**src/rtl/fft_pkg.sv**
```systemverilog
// Shared definitions for the radix-2 FFT datapath and its scheduler.
// Holds the FSM state encoding, default transform size and the butterfly
// datapath latency so every block that depends on it agrees.
package fft_pkg;

    // Default log2 of the transform size (N = 32).
    localparam int FFT_LOG2_N_DEF = 5;

    // Read-issue to write-back latency of the butterfly datapath:
    // sync RAM read + twiddle ROM + CORDIC + add/sub.
    localparam int FFT_DP_LAT = 18;

    typedef enum logic [1:0] {
        ST_IDLE  = 2'd0,
        ST_RUN   = 2'd1,
        ST_DRAIN = 2'd2,
        ST_DONE  = 2'd3
    } fft_state_e;

    // Sample RAM address width for a given transform size.
    function automatic int fft_addr_w(input int log2n);
        return log2n;
    endfunction

    // Twiddle ROM index width (N/2 entries).
    function automatic int fft_tw_w(input int log2n);
        return log2n - 1;
    endfunction

endpackage

```
**src/rtl/fft_addr_delay.sv**
```systemverilog
// Fixed-depth valid+data shift register with asynchronous active-low reset.
// Used to carry side-band data (e.g. write-back addresses) alongside a
// pipelined datapath; the output lags the input by exactly DEPTH cycles.
module fft_addr_delay
    import fft_pkg::*;
#(
    parameter int DEPTH  = FFT_DP_LAT,
    parameter int DATA_W = 8
) (
    input  logic              clk_i,
    input  logic              rst_ni,
    input  logic              valid_i,
    input  logic [DATA_W-1:0] data_i,
    output logic              valid_o,
    output logic [DATA_W-1:0] data_o
);

    logic [DEPTH-1:0]  r_valid;
    logic [DATA_W-1:0] r_data [DEPTH];

    // Shift valid and data one stage per cycle; reset drops every in-flight entry.
    always_ff @(posedge clk_i or negedge rst_ni) begin
        if (!rst_ni) begin
            r_valid <= '0;
            for (int i = 0; i < DEPTH; i++) begin
                r_data[i] <= '0;
            end
        end else begin
            r_valid[0] <= valid_i;
            r_data[0]  <= data_i;
            for (int i = 1; i < DEPTH; i++) begin
                r_valid[i] <= r_valid[i-1];
                r_data[i]  <= r_data[i-1];
            end
        end
    end

    assign valid_o = r_valid[DEPTH-1];
    assign data_o  = r_data[DEPTH-1];

endmodule

```
**src/rtl/fft_bfly_sched.sv**
```systemverilog
// Butterfly issue sequencer for an in-place radix-2 DIT FFT.
// Walks LOG2_N stages of N/2 butterflies, one issue per cycle, then drains
// the datapath for PIPE_LAT cycles before the next stage so no stale data is
// read. Write-back addresses are the read addresses delayed by PIPE_LAT.
// Optional: define FFT_BFLY_SCHED_PERF_EN to add perf_cycles_o, a saturating
// count of busy cycles of the most recent transform.
module fft_bfly_sched
    import fft_pkg::*;
#(
    parameter int  LOG2_N   = FFT_LOG2_N_DEF,
    parameter int  PIPE_LAT = FFT_DP_LAT,
    localparam int ADDR_W   = fft_addr_w(LOG2_N),
    localparam int TW_W     = fft_tw_w(LOG2_N),
    localparam int STG_W    = $clog2(LOG2_N)
) (
    input  logic              clk_i,
    input  logic              rst_ni,
    input  logic              start_i,
    output logic              busy_o,
    output logic              done_o,
    output logic              rd_en_o,
    output logic [ADDR_W-1:0] rd_a_addr_o,
    output logic [ADDR_W-1:0] rd_b_addr_o,
    output logic [TW_W-1:0]   tw_idx_o,
    output logic [STG_W-1:0]  stage_o,
    output logic              wr_en_o,
    output logic [ADDR_W-1:0] wr_a_addr_o,
    output logic [ADDR_W-1:0] wr_b_addr_o
`ifdef FFT_BFLY_SCHED_PERF_EN
    ,
    output logic [15:0]       perf_cycles_o
`endif
);

    localparam int               DR_W     = (PIPE_LAT > 1) ? $clog2(PIPE_LAT) : 1;
    localparam logic [TW_W-1:0]  K_LAST   = TW_W'((2 ** (LOG2_N - 1)) - 1);
    localparam logic [DR_W-1:0]  DR_LAST  = DR_W'(PIPE_LAT - 1);
    localparam logic [STG_W-1:0] STG_LAST = STG_W'(LOG2_N - 1);

    fft_state_e        r_state;
    fft_state_e        w_state_nxt;
    logic [TW_W-1:0]   r_k;
    logic [TW_W-1:0]   w_k_nxt;
    logic [STG_W-1:0]  r_stage;
    logic [STG_W-1:0]  w_stage_nxt;
    logic [DR_W-1:0]   r_drain;
    logic [DR_W-1:0]   w_drain_nxt;

    logic              r_busy;
    logic              r_done;
    logic              r_rd_en;
    logic [ADDR_W-1:0] r_rd_a;
    logic [ADDR_W-1:0] r_rd_b;
    logic [TW_W-1:0]   r_tw;

    logic [ADDR_W-1:0] w_kx;
    logic [ADDR_W-1:0] w_half;
    logic [ADDR_W-1:0] w_pos;
    logic [ADDR_W-1:0] w_grp;
    logic [ADDR_W-1:0] w_rd_a;
    logic [ADDR_W-1:0] w_rd_b;
    logic [STG_W-1:0]  w_tw_sh;
    logic [ADDR_W-1:0] w_tw_full;

    logic                w_wr_valid;
    logic [2*ADDR_W-1:0] w_wr_data;

    // Next-state and counter update: issue N/2 butterflies, drain, next stage.
    always_comb begin
        w_state_nxt = r_state;
        w_k_nxt     = r_k;
        w_stage_nxt = r_stage;
        w_drain_nxt = r_drain;
        case (r_state)
            ST_IDLE: begin
                if (start_i) begin
                    w_state_nxt = ST_RUN;
                    w_k_nxt     = '0;
                    w_stage_nxt = '0;
                    w_drain_nxt = '0;
                end
            end
            ST_RUN: begin
                if (r_k == K_LAST) begin
                    w_state_nxt = ST_DRAIN;
                    w_drain_nxt = '0;
                end else begin
                    w_k_nxt = r_k + 1'b1;
                end
            end
            ST_DRAIN: begin
                if (r_drain == DR_LAST) begin
                    w_drain_nxt = '0;
                    if (r_stage == STG_LAST) begin
                        w_state_nxt = ST_DONE;
                    end else begin
                        w_state_nxt = ST_RUN;
                        w_stage_nxt = r_stage + 1'b1;
                        w_k_nxt     = '0;
                    end
                end else begin
                    w_drain_nxt = r_drain + 1'b1;
                end
            end
            default: begin
                w_state_nxt = ST_IDLE;
                w_stage_nxt = '0;
                w_k_nxt     = '0;
            end
        endcase
    end

    // Butterfly addressing for the upcoming issue; the group index is shifted
    // in two steps so stage+1 never overflows the stage width.
    always_comb begin
        w_kx      = {1'b0, w_k_nxt};
        w_half    = ADDR_W'(1) << w_stage_nxt;
        w_pos     = w_kx & (w_half - ADDR_W'(1));
        w_grp     = w_kx >> w_stage_nxt;
        w_rd_a    = ((w_grp << w_stage_nxt) << 1) | w_pos;
        w_rd_b    = w_rd_a | w_half;
        w_tw_sh   = STG_LAST - w_stage_nxt;
        w_tw_full = w_pos << w_tw_sh;
    end

    // State, counters and registered issue outputs; addresses are zero when idle.
    always_ff @(posedge clk_i or negedge rst_ni) begin
        if (!rst_ni) begin
            r_state <= ST_IDLE;
            r_k     <= '0;
            r_stage <= '0;
            r_drain <= '0;
            r_busy  <= 1'b0;
            r_done  <= 1'b0;
            r_rd_en <= 1'b0;
            r_rd_a  <= '0;
            r_rd_b  <= '0;
            r_tw    <= '0;
        end else begin
            r_state <= w_state_nxt;
            r_k     <= w_k_nxt;
            r_stage <= w_stage_nxt;
            r_drain <= w_drain_nxt;
            r_busy  <= (w_state_nxt != ST_IDLE);
            r_done  <= (w_state_nxt == ST_DONE);
            r_rd_en <= (w_state_nxt == ST_RUN);
            r_rd_a  <= (w_state_nxt == ST_RUN) ? w_rd_a : '0;
            r_rd_b  <= (w_state_nxt == ST_RUN) ? w_rd_b : '0;
            r_tw    <= (w_state_nxt == ST_RUN) ? w_tw_full[TW_W-1:0] : '0;
        end
    end

    fft_addr_delay #(
        .DEPTH  (PIPE_LAT),
        .DATA_W (2 * ADDR_W)
    ) u_wr_delay (
        .clk_i   (clk_i),
        .rst_ni  (rst_ni),
        .valid_i (r_rd_en),
        .data_i  ({r_rd_a, r_rd_b}),
        .valid_o (w_wr_valid),
        .data_o  (w_wr_data)
    );

    assign busy_o      = r_busy;
    assign done_o      = r_done;
    assign rd_en_o     = r_rd_en;
    assign rd_a_addr_o = r_rd_a;
    assign rd_b_addr_o = r_rd_b;
    assign tw_idx_o    = r_tw;
    assign stage_o     = r_stage;
    assign wr_en_o     = w_wr_valid;
    assign wr_a_addr_o = w_wr_data[2*ADDR_W-1:ADDR_W];
    assign wr_b_addr_o = w_wr_data[ADDR_W-1:0];

`ifdef FFT_BFLY_SCHED_PERF_EN
    logic [15:0] r_perf;

    // Busy-cycle counter: cleared on an accepted start, frozen once busy drops.
    always_ff @(posedge clk_i or negedge rst_ni) begin
        if (!rst_ni) begin
            r_perf <= '0;
        end else if (r_state == ST_IDLE && start_i) begin
            r_perf <= '0;
        end else if (r_busy && r_perf != 16'hFFFF) begin
            r_perf <= r_perf + 16'd1;
        end
    end

    assign perf_cycles_o = r_perf;
`endif

endmodule

```
**config.mk**
```make
export PLATFORM = sky130hd
export DESIGN_NAME = fft_bfly_sched
export DESIGN_NICKNAME = d
export VERILOG_FILES = /design/src/rtl/fft_pkg.sv /design/src/rtl/fft_addr_delay.sv /design/src/rtl/fft_bfly_sched.sv
export SDC_FILE = /design/constraint.sdc
export NUM_CORES = 1
export LEC_CHECK = 0
export CAP_MARGIN = 20
export CORE_MARGIN = 1.5
export CORE_UTILIZATION = 60
export DETAILED_ROUTE_END_ITERATION = 7
export DONT_BUFFER_PORTS = 1
export PLACE_DENSITY = 0.76
export SLEW_MARGIN = 15
export SYNTH_ARGS = -nofsm -noshare
export SYNTH_HDL_FRONTEND = slang
export SYNTH_HIERARCHICAL = 1
export SYNTH_SLANG_ARGS = --single-unit
```
**constraint.sdc**
```tcl
create_clock -name clk_i -period 3.8 [get_ports clk_i]
set_input_delay 1.14 -clock clk_i [delete_from_list [all_inputs] [get_ports clk_i]]
set_output_delay 1.14 -clock clk_i [all_outputs]
set_load 0.005 [all_outputs]
```
==> reports/results.tsv <==
stage	metric	value	unit
sta	Max-slew headroom	0.525	
cts	postcts setup bufs	0	
logic_synthesis	sequential area share after synthesis	0.855	
floorplan	core area	0.0109	mm2
sta	fin crit share	0.839	
worst_setup_path	Setup crit end kind	flip-flop	
cts	cts repair resizes	0	
global_route	Tot GR Track Use	0.185	
cells_and_area	nets	396	
worst_setup_path	Worst Path Buf+Inv	3	
sta	measured slew at the worst slew-check pin	0.712	ns
logic_synthesis	post-synthesis register bit count	229	
floorplan	row cnt	38	
logic_synthesis	number of synthesized flops with an enable pin	0	
floorplan	Die Ht	109	um
route	Via density	5.22	
worst_setup_path	Setup Crit Path Kind	reg -> reg	
cells_and_area	# fillers	650	
placed_design	PortBufs	0	
route	DRT antenna net count	0	
run_status	status	completed	
cells_and_area	Final Core Density	0.678	
logic_synthesis	Yosys cell types	52	
sta	Slew Viols, Final	0	
logic_synthesis	syn_nets	388	
cells_and_area	commonest cells after routing, fill and taps aside	dfrtp_1, clkbuf_16, nand2_1	
global_route	largest net degree at the start of global routing	230	
power	highest ir drop seen on vdd	0.501	mV
worst_setup_path	required time of the critical path	4.24	ns
cells_and_area	Area Overhead vs Synth	10.1	%
logic_synthesis	Syn Area/Cell	17.7	um2
worst_setup_path	crit-path max cell delay	0.47	ns
sta	final worst slack	0.613	ns
route	Initial DRT Pass Iterations	5	
cts	CTS tree	done	
worst_setup_path	CP delay by family, top	simple AND/OR/NAND/NOR gates	
worst_setup_path	crit path launch type	flip-flop	
logic_synthesis	ys flop type	dfrtp_1	
cts	CTS Sinks	229	
flow_run	max cap viols	0	
global_route	number of global-route vias before repair	3078	
worst_setup_path	CP Cell Sequence	inv_1 > ha_1 > nand2_1 > and3_4 > o21a_4 > inv_4 > nor2_4 > ha_1 > inv_1 > ha_1 > nor2_1 > a211oi_1 > a211oi_1	
floorplan	Die ar.	0.0118	mm2
worst_setup_path	CP max-delay cell	dfrtp_1	
route	# DRC	0	
sta	endpoints failing setup	0	
logic_synthesis	FFs w/ async S/R, synth	1.00	
cts	Worst-Skew Late Latency	0.54	ns
logic_synthesis	synthesized instance count	378	
sta	fin crit period	3.19	ns
placed_design	pre-CTS WS	0.178	ns
global_route	grt ovf	0	
sta	unrepaired setup endpoints after global routing	false	
floorplan	initial core utilization	0.616	
floorplan	Die X	109	um
route	via count	2816	
placed_design	Detail Placement HPWL	5040	um
power	leakage power	0.00335	uW
placed_design	gpl congestion	0.852	
cells_and_area	most common cell after layout, fill and taps aside	dfrtp_1	
cells_and_area	# diodes	0	
worst_setup_path	CP arrival	3.63	ns
power	Power Density	581	mW/mm2
route	1st-iter DRT viols	219	
cts	CTS H-tree lvls	1	
sta	Final Skew	0.0310	ns
global_route	first-pass GRT wire length	16500	um
worst_setup_path	Crit Path Max Fanout	7	
cts	Max clock buf depth	3	
route	Routed Wire Length	9860	um
sta	Fin. Hold Viols	0	
power	Pwr Total	4290	uW
sta	Setup TNS	0	ns
cts	Num CTS Buffers	21	
cts	clock slew at reported path FFs	0.07	ns
worst_setup_path	most frequent CP cell	ha_1	
logic_synthesis	synth warn	6	
sta	Fmax	0.314	GHz
cts	Root Driver	clkbuf_8	
route	drt wl/cell	18.3	um
floorplan	io pins	34	
min_path	Hold Path Class	in -> async	
cells_and_area	layout cell share with drive strength beyond 1	0.118	
logic_synthesis	Cell Area, Synth	0.00670	mm2
cts	CTS Hold Bufs	0	
global_route	initial antenna violation count	0	
## final cells by class
type                       instances  area, um2  share of cell area
clock buffer                      32        583              0.0790
clock inverter                     4       23.8             0.00322
inverter                          13       56.3             0.00763
multi-input combinational        120        805               0.109
sequential                       229       5730               0.776
tap                              140        175              0.0237
timing repair buffer               1       7.51             0.00102
## worst register-to-register path, stage by stage (launching register included)
cell and delay [ns]:
dfrtp_1 0.47, inv_1 0.13, ha_1 0.23, nand2_1 0.22
and3_4 0.27, o21a_4 0.18, inv_4 0.07, nor2_4 0.17
ha_1 0.29, inv_1 0.13, ha_1 0.29, nor2_1 0.30
a211oi_1 0.14, a211oi_1 0.23
## cells by family (layout without fill, tap and decap cells)
family                     after synthesis  count (layout)  synth area share
xor gates and xnor gates                 2               2           0.00261
buffers and inverters                   29              50            0.0252
muxes                                    2               2           0.00299
AOI/OAI and AO/OA                       43              43            0.0465
and+or+nand+nor                         66              66            0.0549
adders and majority gates                7               7            0.0131
DFF                                    229             229             0.855
## per-stage QoR
step	hold slack (ns)	instance area, um2	cells
6_report	0.311	7380	539
5_1_grt	0.265	7380	539
4_1_cts	0.253	7380	539
3_5_place_dp	0.335	6770	503
3_3_place_gp	0.331	6770	503
2_1_floorplan	0.331	6700	378
## metal layers
layer,part of all wire,vias to the layer above,track usage
li1,-,1255,-
met1,0.44,1464,0.258
met2,0.49,92,0.299
met3,0.069,5,0.0556
met4,0.0046,0,0.0273
met5,0,-,0
## cell usage after synthesis (2+ instances only)
cell type  instances  area [um2]
nor2_1            13        48.8
a22oi_1            2        15.0
nand4_1            3        18.8
nand2_1           17        63.8
nor4b_1            2        17.5
nor3_1             3        15.0
a211oi_1           3        22.5
and3_1             2        12.5
buf_4             11        82.6
inv_1             10        37.5
a21oi_1            6        30.0
buf_2              3        15.0
and2_1             3        18.8
nor3_2             2        20.0
ha_1               7        87.6
nand3_1            5        25.0
nor2b_1            4        25.0
mux2i_1            2        20.0
o21ai_0           13        65.1
a31oi_1            6        37.5
nand2b_1           2        12.5
dfrtp_1          229        5730
## flip-flops by register name, indices dropped and copies added, names as in the netlist
register / cells
u_wr_delay/r_data: 170
u_wr_delay/r_valid: 18
u_wr_delay/data_o: 10
r_drain: 5
rd_a_addr_o: 5
rd_b_addr_o: 5
r_k: 4
tw_idx_o: 4
stage_o: 3
r_state: 2
busy_o: 1
done_o: 1
rd_en_o: 1
## path summary, 6_finish.rpt
kind,start,to,slack [ns],cells after the start
min in group clk_i,u_wr_delay/r_data[27],u_wr_delay/r_data[17],0.33,0
min,rst_ni,u_wr_delay/r_data[119],0.31,0
max in group asynchronous,rst_ni,u_wr_delay/r_data[59],3.23,0
max reg2reg,stage_o[0],tw_idx_o[3],0.61,13
max,stage_o[0],tw_idx_o[3],0.61,13
min reg2reg,u_wr_delay/r_data[27],u_wr_delay/r_data[17],0.33,0
## report_power, final
group	switching, uW	internal, uW	total (uW)	leakage [uW]
combinational	0.619	0.540	1.16	0.000371
clock	809	1040	1850	0.000303
sequential	0	2440	2440	0.00268
(Power assumes the default switching activity.)
